$ cat src/rtl/csr_issue_ctrl.sv
// +----------------------------------------------------------------------------+
// | csr_issue_ctrl : holds one CSR uop until it is the ROB head, fires it once  |
// | into execute_csr and returns the old CSR value on a valid/ready port.       |
// | Revision: 1.0                                                               |
// +----------------------------------------------------------------------------+
`default_nettype none

package config_pkg;
    typedef struct packed {
        logic [31:0] XLEN;
    } cfg_t;

    localparam cfg_t EmptyCfg = '{XLEN: 32'd32};
endpackage

package decode_pkg;
    typedef enum logic [1:0] {
        CSR_NONE = 2'd0,
        CSR_RW   = 2'd1,
        CSR_RS   = 2'd2,
        CSR_RC   = 2'd3
    } csr_op_e;

    typedef struct packed {
        logic        is_csr;
        csr_op_e     csr_op;
        logic [11:0] csr_addr;
        logic [31:0] imm;
    } uop_t;
endpackage

module csr_issue_ctrl #(
    parameter config_pkg::cfg_t Cfg   = config_pkg::EmptyCfg,
    parameter int unsigned      TAG_W = 6,
    parameter int unsigned      XLEN  = Cfg.XLEN
) (
    input  logic                clk_i,
    input  logic                rst_ni,
    input  logic                req_valid_i,
    output logic                req_ready_o,
    input  decode_pkg::uop_t    req_uop_i,
    input  logic [XLEN-1:0]     req_rs1_data_i,
    input  logic [TAG_W-1:0]    req_rob_tag_i,
    input  logic                rob_head_valid_i,
    input  logic [TAG_W-1:0]    rob_head_tag_i,
    input  logic                flush_i,
    output logic                csr_valid_o,
    output decode_pkg::uop_t    csr_uop_o,
    output logic [XLEN-1:0]     csr_rs1_data_o,
    output logic [TAG_W-1:0]    csr_rob_tag_o,
    input  logic                csr_valid_i,
    input  logic [TAG_W-1:0]    csr_rob_tag_i,
    input  logic [XLEN-1:0]     csr_result_i,
    output logic                wb_valid_o,
    input  logic                wb_ready_i,
    output logic [TAG_W-1:0]    wb_rob_tag_o,
    output logic [XLEN-1:0]     wb_result_o,
    output logic                busy_o,
    output logic                err_o
);

    typedef enum logic [1:0] {
        IDLE      = 2'd0,
        WAIT_HEAD = 2'd1,
        WB        = 2'd2
    } state_e;

    state_e             state_q, state_d;
    decode_pkg::uop_t   uop_q;
    logic [XLEN-1:0]    rs1_q;
    logic [TAG_W-1:0]   tag_q;
    logic [XLEN-1:0]    wb_result_q;
    logic [TAG_W-1:0]   wb_tag_q;
    logic               err_q, err_d;
    logic               accept;
    logic               fire;

    always_comb begin
        state_d     = state_q;
        err_d       = err_q;
        accept      = 1'b0;
        fire        = 1'b0;
        req_ready_o = 1'b0;
        wb_valid_o  = 1'b0;
        case (state_q)
            IDLE: begin
                req_ready_o = 1'b1;
                if (req_valid_i && !flush_i) begin
                    accept  = 1'b1;
                    state_d = WAIT_HEAD;
                end
            end
            WAIT_HEAD: begin
                // Firing only at the ROB head keeps CSR side effects non-speculative.
                fire = rob_head_valid_i && (rob_head_tag_i == tag_q) && !flush_i;
                if (flush_i) begin
                    state_d = IDLE;
                end else if (fire) begin
                    state_d = WB;
                    if (!csr_valid_i || (csr_rob_tag_i != tag_q)) begin
                        err_d = 1'b1;
                    end
                end
            end
            WB: begin
                wb_valid_o = 1'b1;
                if (flush_i || wb_ready_i) begin
                    state_d = IDLE;
                end
            end
            default: state_d = IDLE;
        endcase
    end

    always_ff @(posedge clk_i or negedge rst_ni) begin
        if (!rst_ni) begin
            state_q     <= IDLE;
            uop_q       <= '0;
            rs1_q       <= '0;
            tag_q       <= '0;
            wb_result_q <= '0;
            wb_tag_q    <= '0;
            err_q       <= 1'b0;
        end else begin
            state_q <= state_d;
            err_q   <= err_d;
            if (accept) begin
                uop_q <= req_uop_i;
                rs1_q <= req_rs1_data_i;
                tag_q <= req_rob_tag_i;
            end
            if (fire) begin
                wb_result_q <= csr_result_i;
                wb_tag_q    <= tag_q;
            end
        end
    end

    assign csr_valid_o    = fire;
    assign csr_uop_o      = uop_q;
    assign csr_rs1_data_o = rs1_q;
    assign csr_rob_tag_o  = tag_q;
    assign wb_rob_tag_o   = wb_tag_q;
    assign wb_result_o    = wb_result_q;
    assign busy_o         = (state_q != IDLE);
    assign err_o          = err_q;

endmodule

`default_nettype wire

$ cat config.mk
export PLATFORM = sky130hd
export DESIGN_NAME = csr_issue_ctrl
export DESIGN_NICKNAME = d
export VERILOG_FILES = /design/src/rtl/csr_issue_ctrl.sv
export SDC_FILE = /design/constraint.sdc
export NUM_CORES = 1
export LEC_CHECK = 0
export CORE_MARGIN = 5
export CORE_UTILIZATION = 40
export CTS_BUF_LIST = sky130_fd_sc_hd__clkbuf_16
export CTS_CLUSTER_DIAMETER = 40
export CTS_CLUSTER_SIZE = 28
export DETAILED_ROUTE_END_ITERATION = 10
export PLACE_DENSITY = 0.9
export SYNTH_ARGS = -nofsm -noshare
export SYNTH_HDL_FRONTEND = slang
export SYNTH_SLANG_ARGS = --single-unit
$ cat constraint.sdc
create_clock -name clk_i -period 3.05 [get_ports clk_i]
set_clock_uncertainty 0.1 [all_clocks]
set_input_delay 0.7625 -clock clk_i [delete_from_list [all_inputs] [get_ports clk_i]]
set_output_delay 0.7625 -clock clk_i [all_outputs]
set_load 0.1 [all_outputs]
==> flow_metrics.tcl, run 1 <==
set metrics [dict create \
    status "complete, no violations" \
    synth.area.top_cells "dfrtp_1 (63%), mux2_2 (19%), mux2_4 (11%)" \
    n_antenna_cell 0 \
    firstDrtPassIters 4 \
    cts_buffer_depth 2 \
    tightest_slew_ns 0.564 \
    antenna_found_initial 0 \
    synth_area_per_cell_um2 17.1 \
    fp.dieH_um 122 \
    rsz0062_at_grt "false" \
    fin_total_pwr_mw 7.39 \
    wire_per_inst_um 18.0 \
    synthFlopType "dfrtp_1" \
    root_buffer "clkbuf_16" \
    grt.total_usage_pct 18.6 \
    critPathTopFamily "simple AND/OR/NAND/NOR gates" \
    fmax_mhz 337 \
    crit_chain "clkdlybuf4s15_1, xor2_1, or4_4, nor4_4, buf_12" \
    relSlewSlack_pct 62.4 \
    syn_nets 429 \
    rows 41 \
    areaGrowthSynthToFinish_pct 62.8 \
    slowest_stage "or4_4" \
    post-route-drc-count 0 \
    end_kind "primary output" \
    grt_pass1_vias 3864 \
    cap_violations 0 \
    leakagePower_nw 3.85 \
    timing.final.crit_share_pct 97.3 \
    cp-start-kind "input port" \
    grt_pass1_wl_mm 21.1 \
    fin_area_mm2 0.00818 \
    yosysTopAreaCell "dfrtp_1" \
    vdd.ir_drop.worst_mv 0.554 \
    synth_edf_count 0 \
    fin_nets 705 \
    clock_sinks 126 \
    power_density_mw_per_mm2 904 \
    grt_max_degree 62 \
    io_pins 264 \
    hold_viol 0 \
    cp_num_buf_inv 2 \
    cts_tree "done" \
    initial_utilization_pct 40.3 \
    die_w_um 122 \
    clk_pin_slew_ns 0.06 \
    wirelength_mm 13.6 \
    yosys-top-cells-count "dfrtp_1 (126), mux2_2 (85), mux2_4 (38), xor2_1 (7)" \
    finalSetupViolCount 0 \
    finalCriticalPeriod_ns 2.97 \
    netlist_area_mm2 0.00502 \
    vias 3509 \
    slowest_delay_ns 0.50 \
    grt.overflow.total 0 \
    async_flop_share_pct 100 \
    io_buffers 263 \
    cts_made_buffers 17 \
    synth_warnings 0 \
    htreeDepth 4 \
    maxSlewViolCount 0 \
    final_layout_size_suffix_gt1_share_pct 51.5 \
    setup.worst_path.class "input port to primary output" \
    synth.most_common_cell "dfrtp_1" \
    final_util_pct 65.6 \
    place_congestion 0.762 \
    viasPerCell 4.65 \
    clk_latency_ns 0.41 \
    yosysSeqAreaShare_pct 62.7 \
    critPathMaxFanout 2 \
    synth_top_area_share_pct 62.7 \
    synth_cells 293 \
    synth_cell_types 20 \
    dpl-instance-area_mm2 0.00756 \
    dp_hpwl_mm 10.2 \
    hold_ws_ns 0.249 \
    finalSetupTns_ns 0 \
    ant_nets 0 \
    drtIter0Drc 162 \
    synth-seq-cells 126 \
    worstPathRequired_ns 2.19 \
    die-area_mm2 0.0149 \
    crit_arrival_ns 2.10 \
    hp-class "input port to async pin" \
    coreArea_mm2 0.0125 \
]
## where the power goes
| group | leakage [nW] | switching, mW | internal (mW) |
|---|---|---|---|
| sequential | 1.56 | 0.177 | 1.95 |
| clock | 0.289 | 0.731 | 1.36 |
| combinational | 1.99 | 2.40 | 0.771 |
| total | 3.85 | 3.31 | 4.09 |
## worst paths after layout
| kind | start | end | slack (ns) | cells past startpoint |
|---|---|---|---|---|
| min in group clk_i | err_o | err_o | 0.38 | 1 |
| max in group asynchronous | rst_ni | csr_uop_o[8] | 1.80 | 2 |
| min | rst_ni | wb_result_o[3] | 0.25 | 1 |
| max | rob_head_tag_i[5] | csr_valid_o | 0.08 | 5 |
| min reg2reg | err_o | err_o | 0.38 | 1 |
| max reg2reg | csr_rob_tag_o[2] | wb_result_o[0] | 0.41 | 6 |
## cell families (layout without fill, tap and decap cells)
kind of cell / Yosys count / count (layout) / synth area share, %
muxes: 123 / 123 / 30.4
and+or+nand+nor: 14 / 14 / 1.67
DFF: 126 / 126 / 62.7
AOI/OAI and AO/OA: 2 / 2 / 0.324
xor gates and xnor gates: 12 / 12 / 2.09
buffers and inverters: 16 / 305 / 2.76
## cells in the final DEF, fill, tap and decap left out, types with 3 or more instances in the layout
cell type / synthesis / final
xor2_1: 7 / 7
clkbuf_16: 0 / 17
xnor2_1: 5 / 5
inv_6: 0 / 3
clkinvlp_4: 0 / 5
mux2_2: 85 / 85
dfrtp_1: 126 / 123
buf_4: 0 / 133
clkdlybuf4s50_1: 0 / 130
buf_12: 4 / 4
bufinv_16: 0 / 4
clkinv_1: 0 / 3
dfrtp_2: 0 / 3
mux2_4: 38 / 38
## final cells by class
cell class	instances	area (µm²)
Tap cell	172	215
Multi-Input combinational cell	151	1770
Inverter	2	11.3
Fill cell	908	4290
Clock buffer	17	425
Clock inverter	15	193
Sequential cell	126	3160
Timing Repair Buffer	271	2410
## routing by layer
layer  up-vias  GRT usage [%]  share of wire [%]
li1       1585              -                  -
met1      1731           20.2                 35
met2       156           31.9                 53
met3        37           7.20                8.6
met4         0           8.61                3.3
met5         -              0                  0
## stage by stage
stage          setup slack, ns  cells
6_report                0.0830    754
5_1_grt                 0.0284    754
4_1_cts                 0.0162    754
3_5_place_dp            -0.209    721
3_3_place_gp            -0.186    721
2_1_floorplan           -0.334    293
## sequential cells by signal, indices dropped and copies added (netlist names)
signal,count
csr_rs1_data_o,32
csr_rob_tag_o,6
state_q,2
err_o,1
wb_rob_tag_o,6
csr_uop_o,47
wb_result_o,32
## worst reg2reg max path: stages (launching register included)
cell and delay, ns:
dfrtp_2 0.45, xor2_1 0.16, or4_4 0.56, buf_4 0.16, or4_4 0.55, buf_12 0.22, mux2_4 0.33
## timing repair
item                                    CTS  global route
setup buffers                             1             0
resized for setup                         8             0
pin swaps                                 2             1
hold buffers                              0             0
endpoints found under the setup margin    1             1
Power figures use the tool's default switching activity.
==> inputs of run 2 (changes only) <==
--- a/config.mk
+++ b/config.mk
@@ -5,7 +5,7 @@
 export SDC_FILE = /design/constraint.sdc
 export NUM_CORES = 1
 export LEC_CHECK = 0
-export CORE_MARGIN = 5
+export CORE_MARGIN = 1.5
 export CORE_UTILIZATION = 40
 export CTS_BUF_LIST = sky130_fd_sc_hd__clkbuf_16
 export CTS_CLUSTER_DIAMETER = 40
==> run 2 against run 1 <==
Against the previous run:
- maximum frequency shrank 0.68%
- wire length shrank 5.0%
- critical path depth is the same
- global-route usage grew 1.2 points
- sequential share of layout area grew 0.089 points
- power shrank 3.6%
- hold slack lost 0.076 ns
- combinational power is essentially flat
- cell count is the same
- register-to-register slack is essentially flat
- setup slack lost 0.020 ns
- clock-buffer cell count is the same
- critical path type unchanged
- critical endpoint unchanged
- largest cell class unchanged
- highest routed layer unchanged
==> flow_metrics.tcl, run 2 (synthesis results as in run 1) <==
set metrics [dict create \
    crit_arrival_ns 2.12 \
    grt.overflow.total 0 \
    drtIter0Drc 121 \
    clk_pin_slew_ns 0.05 \
    wire_per_inst_um 17.1 \
    wirelength_mm 12.9 \
    finalSetupViolCount 0 \
    slowest_stage "or4_4" \
    fillers 881 \
    vias 3548 \
    n_antenna_cell 0 \
    hp-class "input port to async pin" \
    cp-start-kind "input port" \
    multi_input_area_mm2 0.00177 \
    post-route-drc-count 0 \
    finalCriticalPeriod_ns 2.99 \
    layout_common_cells "buf_4 (137), clkdlybuf4s50_1 (130), dfrtp_1 (123)" \
    rows 40 \
    die_w_um 115 \
    cts_buffer_depth 2 \
    grt.total_usage_pct 19.8 \
    power_density_mw_per_mm2 873 \
    viasPerCell 4.71 \
    rsz0062_at_grt "false" \
    end_kind "primary output" \
    cts_made_buffers 17 \
    clock_sinks 126 \
    final_layout_size_suffix_gt1_share_pct 51.2 \
    initial_utilization_pct 41.5 \
    clk_latency_ns 0.40 \
    critPathMaxFanout 2 \
    worst_slack_ns 0.0627 \
    io_pins 264 \
    cp_num_buf_inv 2 \
    largest_reg_flops 47 \
    tightest_slew_ns 0.611 \
    leakagePower_nw 3.86 \
    fin_cells 754 \
    timing.final.crit_share_pct 97.9 \
    root_buffer "clkbuf_16" \
    areaGrowthSynthToFinish_pct 62.4 \
    antenna_found_initial 0 \
    slowest_delay_ns 0.54 \
    relSlewSlack_pct 59.2 \
    ant_nets 0 \
    cap_violations 0 \
    grt_pass1_vias 3950 \
    vdd.ir_drop.worst_mv 0.604 \
    worstPathRequired_ns 2.19 \
    status "complete, no violations" \
    fin_nets 711 \
    layout_commonest_cell "buf_4" \
    coreArea_mm2 0.0121 \
    cts_tree "done" \
    fp.dieH_um 115 \
    grt_max_degree 73 \
    die-area_mm2 0.0132 \
    htreeDepth 4 \
    place_congestion 0.826 \
    ctsHoldBuffers 0 \
    dp_hpwl_mm 9.88 \
    placedCellCount 723 \
    regArea_mm2 0.00316 \
    firstDrtPassIters 4 \
    place_ws_ns -0.206 \
    maxSlewViolCount 0 \
    critPathTopFamily "simple AND/OR/NAND/NOR gates" \
    finalSetupTns_ns 0 \
    fmax_mhz 335 \
    hold_viol 0 \
    io_buffers 263 \
    crit_chain "clkdlybuf4s15_1, xor2_1, or4_4, nor4_4, buf_12" \
    grt_pass1_wl_mm 19.8 \
    setup.worst_path.class "input port to primary output" \
]
## run 2: layout make-up
| cell class | instances | share of cell area, % |
|---|---|---|
| repair buffers | 277 | 30.4 |
| well taps | 168 | 2.58 |
| clock inverters | 13 | 1.33 |
| clock buffers | 17 | 5.21 |
| multi-input cells | 151 | 21.6 |
| flip-flops and latches | 126 | 38.7 |
| inverters | 2 | 0.138 |
## run 2: worst register-to-register path, stage by stage, from the launching register on
cell and delay (ns):
dfrtp_2 0.44, xor2_1 0.16, or4_4 0.57, buf_4 0.16, or4_4 0.58, buf_12 0.20, mux2_4 0.32
## run 2: final timing paths
path | endpoint | slack (ns) | depth (start not counted) | start
hold / removal | wb_result_o[27] | 0.17 | 1 | rst_ni
setup reg to reg | wb_result_o[17] | 0.40 | 6 | csr_rob_tag_o[5]
max in group asynchronous | wb_result_o[16] | 1.98 | 2 | rst_ni
setup / recovery | csr_valid_o | 0.06 | 5 | rob_head_tag_i[2]
hold reg to reg | err_o | 0.40 | 1 | err_o
min in group clk_i | err_o | 0.40 | 1 | err_o
## run 2: power breakdown
part,switching (mW),internal [mW],leakage (nW)
Combinational,2.40,0.778,2.03
Clock,0.658,1.16,0.268
Sequential,0.177,1.95,1.56
## run 2: metrics by stage
step / instance area, µm² / utilization [%] / power (mW) / hold slack (ns)
after floorplan: 5060 / - / 4.52 / 0.367
after global placement: 7630 / 63.0 / 5.30 / 0.363
after detailed placement: 7630 / 63.0 / 5.35 / 0.397
after CTS: 8160 / 67.4 / 7.20 / 0.174
after global routing: 8160 / 67.4 / 7.37 / 0.189
final: 8160 / 67.4 / 7.13 / 0.173
## run 2: metal layers
metal	GRT usage (%)	vias to the layer above	share of wire [%]
met1	20.8	1745	36
met3	6.80	34	7.1
li1	-	1604	-
met5	0	-	0
met2	35.6	165	54
met4	9.30	0	2.8
## run 2: what timing repair did
item	in CTS	in global routing
buffers inserted	1	0
pin swaps	2	1
resized for setup	8	0
gates cloned	0	0
endpoints found under the setup margin	1	1
==> inputs of run 3 (changes only) <==
--- a/config.mk
+++ b/config.mk
@@ -5,6 +5,7 @@
 export SDC_FILE = /design/constraint.sdc
 export NUM_CORES = 1
 export LEC_CHECK = 0
+export CORE_ASPECT_RATIO = 0.6
 export CORE_MARGIN = 1.5
 export CORE_UTILIZATION = 40
 export CTS_BUF_LIST = sky130_fd_sc_hd__clkbuf_16
==> run 3 against run 2 <==
Against the previous run:
- non-clock buffer count down 5
- sequential power about the same
- setup slack better by 0.010 ns
- global-route usage up 0.46 points
- via count down 1.5%
- highest routed layer unchanged
- register-to-register slack better by 0.03 ns
- clock power up 15%
- cell count down 0.80%
- largest cell class unchanged
- largest power group unchanged
- die area up 0.16%
==> flow_metrics.tcl, run 3 (synthesis results as in run 1) <==
set metrics [dict create \
    antenna_found_initial 0 \
    relSlewSlack_pct 69.5 \
    die_w_um 148 \
    leakagePower_nw 3.86 \
    layout_common_cells "buf_4 (134), clkdlybuf4s50_1 (130), dfrtp_1 (123)" \
    die-area_mm2 0.0133 \
    wirelength_mm 13.0 \
    grt.total_usage_pct 20.2 \
    worst_slack_ns 0.0729 \
    slowest_delay_ns 0.57 \
    end_kind "primary output" \
    grt_max_degree 86 \
    fin_total_pwr_mw 7.41 \
    cap_violations 0 \
    viasPerCell 4.67 \
    largest_reg_flops 47 \
    post-route-drc-count 0 \
    firstDrtPassIters 4 \
    hp-class "input port to async pin" \
    wire_per_inst_um 17.4 \
    r2r_start "csr_rob_tag_o[2]" \
    grt_pass1_wl_mm 20.8 \
    ant_nets 0 \
    finalSetupViolCount 0 \
    status "complete, no violations" \
    fmax_mhz 336 \
    finalSetupTns_ns 0 \
    vdd.ir_drop.worst_mv 0.558 \
    critPathTopFamily "simple AND/OR/NAND/NOR gates" \
    coreArea_mm2 0.0121 \
    place_ws_ns -0.243 \
    rsz0062_at_grt "false" \
    io_pins 264 \
    setup.worst_path.class "input port to primary output" \
    vias 3494 \
    htreeDepth 4 \
    fin_nets 706 \
    clk_latency_ns 0.40 \
    ctsHoldBuffers 0 \
    drtIter0Drc 96 \
    clk_pin_slew_ns 0.06 \
    fp.dieH_um 89.8 \
    rows 31 \
    grt.overflow.total 0 \
    fillers 851 \
    root_buffer "clkbuf_16" \
    finalCriticalPeriod_ns 2.98 \
    clock_sinks 126 \
    placedCellCount 714 \
    final_layout_size_suffix_gt1_share_pct 52.0 \
    hold_viol 0 \
    cts_made_buffers 17 \
    place_congestion 0.782 \
    power_density_mw_per_mm2 906 \
    cts_tree "done" \
    maxSlewViolCount 0 \
    areaGrowthSynthToFinish_pct 62.7 \
    io_buffers 263 \
    final_util_pct 67.4 \
    cp-start-kind "input port" \
    initial_utilization_pct 41.4 \
    cts_buffer_depth 2 \
    worstPathRequired_ns 2.19 \
    crit_chain "buf_2, xor2_1, or4_4, nor4_4, buf_12" \
    slowest_stage "or4_4" \
    tightest_slew_ns 0.458 \
    grt_pass1_vias 3806 \
    n_antenna_cell 0 \
    fin_cells 748 \
    timing.final.crit_share_pct 97.6 \
    crit_arrival_ns 2.11 \
    dp_hpwl_mm 9.65 \
    layout_commonest_cell "buf_4" \
    critPathMaxFanout 2 \
    crit_start "rob_head_tag_i[2]" \
    cp_num_buf_inv 2 \
]
[run 3: cell types whose count changed in the layout (fill, tap and decap cells not counted)]
cell,before,now
clkinvlp_4,2,4
buf_12,6,4
inv_1,3,2
clkinv_2,3,2
bufinv_16,2,4
inv_6,0,2
buf_4,137,134
clkinv_1,5,1
buf_2,1,2
clkinv_4,0,2
dlygate4sd2_1,2,1
[run 3: worst paths after layout]
path	endpoint	slack (ns)	depth (start not counted)
setup reg to reg	wb_result_o[3]	0.43	6
max in group asynchronous	csr_uop_o[9]	1.97	2
setup / recovery	csr_valid_o	0.07	5
hold reg to reg	err_o	0.37	1
hold / removal	wb_result_o[19]	0.18	1
min in group clk_i	err_o	0.37	1
[run 3: what timing repair did]
action	in CTS	in global routing
setup buffers	2	0
resized for setup	9	0
cloned	0	0
pin swaps	2	1
setup endpoints to repair	1	1
[run 3: routing by layer]
| metal | track usage, % | vias to the layer above | wire length (µm) |
|---|---|---|---|
| met1 | 25.0 | 1733 | 5380 |
| met2 | 32.6 | 154 | 6300 |
| met4 | 6.08 | 0 | 163 |
| met3 | 8.12 | 16 | 1170 |
| met5 | 0 | - | 0 |
| li1 | - | 1591 | - |
[run 3: final cells by class]
type | instances | area (µm²) | share of cell area [%]
clock buffers | 17 | 425 | 5.20
clock inverters | 15 | 195 | 2.39
inverters | 2 | 11.3 | 0.138
multi-input cells | 151 | 1770 | 21.6
flip-flops and latches | 126 | 3160 | 38.6
well taps | 165 | 206 | 2.52
repair buffers | 272 | 2420 | 29.5
[run 3: power breakdown]
part / internal, mW / total (mW) / switching [mW]
Sequential: 1.95 / 2.14 / 0.185
Clock: 1.37 / 2.10 / 0.735
Combinational: 0.774 / 3.17 / 2.40
[run 3: stage by stage]
step | cell area (µm²) | hold slack (ns)
after floorplan | 5060 | 0.367
after global placement | 7550 | 0.363
after detailed placement | 7550 | 0.363
after CTS | 8180 | 0.172
after global routing | 8180 | 0.189
final | 8180 | 0.175
[run 3: worst reg2reg max path, cell delays in order, from the launching register on]
cell     delay [ns]
dfrtp_2        0.42
xor2_1         0.15
or4_4          0.57
buf_4          0.16
or4_4          0.55
buf_12         0.22
mux2_4         0.34
